## config.mk

```make
export PLATFORM = sky130hd
export DESIGN_NAME = seq_detect_fsm
export DESIGN_NICKNAME = d
export VERILOG_FILES = /design/src/rtl/seq_detect_fsm.sv
export SDC_FILE = /design/constraint.sdc
export NUM_CORES = 1
export LEC_CHECK = 0
export CAP_MARGIN = 20
export CORE_MARGIN = 5
export CORE_UTILIZATION = 48
export DETAILED_ROUTE_END_ITERATION = 6
export PLACE_DENSITY = 0.77
export SKIP_LAST_GASP = 1
export SLEW_MARGIN = 20
export SYNTH_ARGS = -nofsm -noshare
export SYNTH_HDL_FRONTEND = slang
export SYNTH_SLANG_ARGS = --single-unit
```

## constraint.sdc

```tcl
create_clock -name clk -period 2.85 [get_ports clk]
set_input_delay 0.7125 -clock clk [delete_from_list [all_inputs] [get_ports clk]]
set_output_delay 0.7125 -clock clk [all_outputs]
set_load 0.1 [all_outputs]
```

## src/rtl/seq_detect_fsm.sv

```systemverilog
// Serial pattern detector: shifts accepted bits into a history register and
// pulses out/bumps a saturating counter when the full window equals the pattern.
module seq_detect_fsm #(
  parameter int               PAT_W   = 4,
  parameter int               CNT_W   = 8,
  parameter logic [PAT_W-1:0] RST_PAT = PAT_W'(4'b1011)
) (
  input  logic                       clk,
  input  logic                       reset,
  input  logic                       in,
  input  logic                       in_valid,
  input  logic                       overlap_en,
  input  logic                       pat_load,
  input  logic [PAT_W-1:0]           pat_in,
  output logic                       out,
  output logic [CNT_W-1:0]           match_cnt,
  output logic [$clog2(PAT_W+1)-1:0] fill
);

  // state  | meaning
  // S_FILL | fewer than PAT_W valid history bits; no match possible
  // S_FULL | history window is completely valid; compare on every accepted bit

  localparam int FW = $clog2(PAT_W+1);
  localparam logic [FW-1:0] FILL_FULL = FW'(PAT_W);
  localparam logic [FW-1:0] FILL_LAST = FW'(PAT_W-1);

  typedef enum logic {S_FILL, S_FULL} state_t;

  state_t            state_q, state_n;
  logic [PAT_W-1:0]  pattern_q, pattern_n;
  logic [PAT_W-1:0]  history_q, history_n;
  logic [FW-1:0]     fill_q, fill_n;
  logic [CNT_W-1:0]  cnt_q, cnt_n;
  logic              out_q, out_n;

  logic [PAT_W-1:0]  hist_shift;
  logic              full_after;
  logic              hit;

  always_ff @(posedge clk) begin
    if (reset) begin
      state_q   <= S_FILL;
      pattern_q <= RST_PAT;
      history_q <= '0;
      fill_q    <= '0;
      cnt_q     <= '0;
      out_q     <= 1'b0;
    end else begin
      state_q   <= state_n;
      pattern_q <= pattern_n;
      history_q <= history_n;
      fill_q    <= fill_n;
      cnt_q     <= cnt_n;
      out_q     <= out_n;
    end
  end

  assign hist_shift = {history_q[PAT_W-2:0], in};
  assign full_after = (state_q == S_FULL) || (fill_q == FILL_LAST);
  // Gating on window validity keeps an all-zero pattern from matching cleared history.
  assign hit        = full_after && (hist_shift == pattern_q);

  always_comb begin
    state_n   = state_q;
    pattern_n = pattern_q;
    history_n = history_q;
    fill_n    = fill_q;
    cnt_n     = cnt_q;
    out_n     = 1'b0;

    if (pat_load) begin
      pattern_n = pat_in;
      history_n = '0;
      fill_n    = '0;
      state_n   = S_FILL;
    end else if (in_valid) begin
      history_n = hist_shift;
      fill_n    = full_after ? FILL_FULL : fill_q + FW'(1);
      state_n   = full_after ? S_FULL : S_FILL;
      if (hit) begin
        out_n = 1'b1;
        cnt_n = (cnt_q == '1) ? cnt_q : cnt_q + CNT_W'(1);
        if (!overlap_en) begin
          fill_n  = '0;
          state_n = S_FILL;
        end
      end
    end
  end

  assign out       = out_q;
  assign match_cnt = cnt_q;
  assign fill      = fill_q;

endmodule
```

# Word-level counts from Yosys, hierarchy flattened
# Cells that the tools add are included.
# totals
ff_bits	20
input_bits	10
output_inout_bits	12
# classes
addsub	2
n_eq_ne	3
n_mux	7
bitwise	3
n_reduce_logical	5
# op_table
cell	n
$mux W3	3
$add A8 B1 Y8 const B	1
$eq A8 B8 Y1 const B	1
$eq A4 B4 Y1	1
$mux W1	4
$reduce_and A4 Y1	1
$add A3 B1 Y3 const B	1
$eq A3 B2 Y1 const B	1
$not A1 Y1	3
$reduce_or A3 Y1	1
$reduce_or A2 Y1	1
$logic_and A1 B1 Y1	1
$logic_or A1 B1 Y1	1

# Depth between registers and ports, before layout
# depth
ltp_word	5
mapped_depth	7
mapped_depth_nobuf	6

# Worst setup path before layout
# OpenSTA, ideal clock, no wires.
# synth_path
path_type	register -> register
from	register fill_q[0], in the netlist fill[0]
to	register cnt_q[6], in the netlist match_cnt[6]
setup_ps	123
arrival_time_ps	2507
required_time_ps	2727
path_slack_ps	219
path_stages_with_launch	8
n_path_buf	1
synth_period_minus_slack_ps	2631
cell_sequence	dfxtp_1 > ha_1 > ha_1 > nor2_1 > a2111o_1 > buf_6 > nor4_2 > mux2_1
# synth_between
elab_chain_cells	4
# synth_lines
item	line_no	rtl
from (decl)	33	logic [FW-1:0] fill_q, fill_n;
from (signal assigned)	53	fill_q <= fill_n;
$eq A3 B2 Y1	60	assign full_after = (state_q == S_FULL) || (fill_q == FILL_LAST);
$logic_or A1 B1 Y1	60	
$logic_and A1 B1 Y1	62	assign hit = full_after && (hist_shift == pattern_q);
$reduce_and A4 Y1 (no source line)	n/a	
to (signal assigned)	54	cnt_q <= cnt_n;
to (decl)	34	logic [CNT_W-1:0] cnt_q, cnt_n;
# Every way passes these cells.
# A chain may end at the register's enable or synchronous reset.

# Worst setup path in the final report
# layout_path
from	input in_valid
to	register cnt_q[6], in the netlist match_cnt[6]
# layout_between
elab_chain_cells	1
# layout_lines
item	line_no	rtl
from (decl)	11	input logic in_valid,
$reduce_and A4 Y1 (no source line)	n/a	
# Every way passes these cells.

==> flow_metrics.tcl <==
set metrics [dict create \
    status "complete, no violations" \
    cp_num_buf_inv 2 \
    syn_inst 103 \
    fin_nets 140 \
    cp_cell_sequence "clkdlybuf4s50_1 -> inv_2 -> a2111o_1 -> nor4_2 -> mux2_1" \
    syn_nets 116 \
    endpoint_kind "register" \
    wl_met2_um 906 \
    core-area_um2 1920 \
    start_kind "input pin" \
    cts-root-buf "clkbuf_4" \
    power.switching_uw 118 \
    finalMaxSlewViolations 0 \
    antenna_found_initial 0 \
    die_h_um 54.3 \
    num_rows 16 \
    rsz0062_at_grt "false" \
    path_max_fanout 14 \
    cp_slowest_cell "a2111o_1" \
    drt-wirelength-per-cell_um 12.1 \
    period_share_pct 80.1 \
    ant_nets 0 \
    async_reset_ff_share_pct 0 \
    clockBufferDepth 2 \
    clockPowerShare_pct 40.5 \
    yosys_warnings 0 \
    antenna_cells 0 \
    critPathArrivalTime_ns 2.48 \
    vdd_drop_max_v 0.000368 \
    synth.top_cell.area_share_pct 42.4 \
    synth_edf_count 0 \
    synth-simple-area-share_pct 23.2 \
    remaining_drc_errors 0 \
    grt_max_degree 18 \
    insertion_delay_ns 0.31 \
    p_per_area_nw_per_um2 474 \
    topRoutingLayerUsed "met4" \
    cp_top_family "buffers and inverters" \
    gp_congestion 0.815 \
    critPathKind "in -> reg" \
    fill_cells 180 \
    min_period_ns 2.28 \
    slew-limit-headroom_pct 74.0 \
    finalClockSkew_ns 0.00128 \
    synth_largest_area_cell "dfxtp_1" \
    synth_area_um2 943 \
    synthMostInstantiatedCell "dfxtp_1" \
    syn2layout_area_growth_pct 27.9 \
    drv_cap 0 \
    combinationalPowerShare_pct 9.0 \
    die_w_um 54.3 \
    drive_above_1_share_pct 19.0 \
    sw_frac_of_total_pct 20.7 \
    htree_levels 1 \
    yosysSeqAreaShare_pct 42.4 \
    ys_types 29 \
    max_freq_mhz 438 \
    critPathMaxStageDelay_ns 0.56 \
    cts_post_setup_buffers_inserted 0 \
    p_seq_share_pct 50.5 \
    synthTopCellsByCount "dfxtp_1, a21oi_1, nor2_1" \
    synth_top_family_by_area "simple AND/OR/NAND/NOR gates" \
    place_hpwl_um 1400 \
    synthAdderAreaFrac_pct 3.98 \
    track_usage_pct 14.6 \
    synth_xor_area_share_pct 3.71 \
    critPathRequiredTime_ns 3.05 \
    overflow 0 \
    avgViaCountPerCell 5.22 \
    cts_tree "done" \
    initialDrtViolationCount 17 \
    dieArea_um2 2950 \
    wl_met3_um 85 \
    setup_viol 0 \
    setup_tns_ns 0 \
    muxShareOfSynthArea_pct 6.63 \
    cts.sinks 20 \
    syn_area_per_cell_um2 9.16 \
    regArea_um2 400 \
    cts.clk_slew.worst_paths_ns 0.11 \
    p_leak_uw 0.000462 \
    cts_resized 0 \
    synth-seq-cells 20 \
    synth_compound_area_share_pct 14.5 \
    num_vias 798 \
    hold_class "reg -> reg" \
    p_int_uw 453 \
    postCtsHoldBufs 0 \
    hold_viol_final 0 \
    grt_pass1_vias 743 \
    utilization_pct 62.8 \
    cts_buffers 3 \
    ys.flop_type "dfxtp_1" \
    synth_area_leaders "dfxtp_1, a21oi_1, mux2i_1" \
    num_io_pins 22 \
    first_pass_iters 4 \
    worstMarginPinSlew_ns 0.390 \
    met1_length_um 819 \
    grt_pass1_wl_um 3060 \
    multi_input_area_um2 490 \
    portBuffers 21 \
    start_util_pct 49.1 \
    drt-total-wl_um 1840 \
]
state kept, by name, summed over array words and instances, names as in the netlist:
register / flops
state_q: 1
pattern_q: 4
out: 1
fill: 3
history_q: 3
match_cnt: 8
layout by cell type, fill, tap and decap left out:
cell | netlist | routed
dfxtp_1 | 20 | 20
buf_4 | 1 | 16
a21oi_1 | 10 | 10
nor2_1 | 9 | 9
clkdlybuf4s50_1 | 0 | 9
inv_1 | 4 | 4
nand2_1 | 4 | 4
nor2b_1 | 4 | 4
xnor2_1 | 4 | 4
mux2i_1 | 4 | 4
o31ai_1 | 4 | 4
or4_1 | 4 | 4
nand3_1 | 3 | 3
nand4_1 | 3 | 3
a211o_1 | 3 | 3
ha_1 | 3 | 3
clkbuf_4 | 0 | 3
nor4_1 | 2 | 2
nor4_2 | 2 | 2
mux2_1 | 2 | 2
nor3_1 | 2 | 2
or3_1 | 2 | 2
o21ai_0 | 2 | 2
inv_2 | 1 | 1
or2_2 | 1 | 1
and4_1 | 1 | 1
and3_1 | 1 | 1
a2111o_1 | 1 | 1
o311ai_0 | 1 | 1
bufinv_16 | 0 | 1
power by group through the flow:
stage	Combinational (uW)	Sequential (uW)	Clock, uW
2_1_floorplan	24.7	300	0
3_3_place_gp	51.2	295	0
3_5_place_dp	51.7	295	0
4_1_cts	51.8	289	239
5_1_grt	55.6	290	254
6_report	51.5	289	231
layout make-up:
type | instances | share of cell area, %
Clock inverter | 1 | 2.49
Clock buffer | 3 | 1.87
Multi-Input combinational cell | 72 | 40.7
Timing Repair Buffer | 25 | 17.4
Sequential cell | 20 | 33.2
Tap cell | 27 | 2.80
Inverter | 5 | 1.56
per-stage QoR:
step           worst slack, ns  cell area, um2  hold WS [ns]  cells  power (uW)
5_1_grt                  0.490            1210         0.522    153         600
6_report                 0.568            1210         0.496    153         572
2_1_floorplan            0.219             943         0.482    103         325
3_3_place_gp             0.289            1150         0.477    149         346
4_1_cts                  0.578            1210         0.499    153         579
3_5_place_dp             0.242            1150         0.483    149         347
worst min-delay path: stages, from the launching register on:
cell and delay, ns:
dfxtp_1 0.34, nand2_1 0.07, a21oi_1 0.05
kinds of logic (layout without fill, tap and decap cells):
group,count (synthesis),after routing
xor gates and xnor gates,4,4
AOI/OAI and AO/OA,21,21
buffers and inverters,11,34
adders and majority gates,3,3
DFF,20,20
and+or+nand+nor,38,38
muxes,6,6
metal layers:
metal | global-route usage, % | vias up
met5 | 0 | -
met4 | 11.2 | 0
met3 | 3.54 | 4
met2 | 24.5 | 15
met1 | 15.6 | 360
li1 | - | 419
final timing paths:
check,startpoint,endpoint,slack [ns],cells after the start
worst max-delay path,in_valid,match_cnt[6]$_SDFFE_PP0P_,0.57,5
worst min-delay path,fill[1]$_SDFFE_PP0P_,fill[1]$_SDFFE_PP0P_,0.50,2
worst min register to register,fill[1]$_SDFFE_PP0P_,fill[1]$_SDFFE_PP0P_,0.50,2
worst max register to register,match_cnt[0]$_SDFFE_PP0P_,match_cnt[6]$_SDFFE_PP0P_,0.71,5
Power figures use the tool's default switching activity.
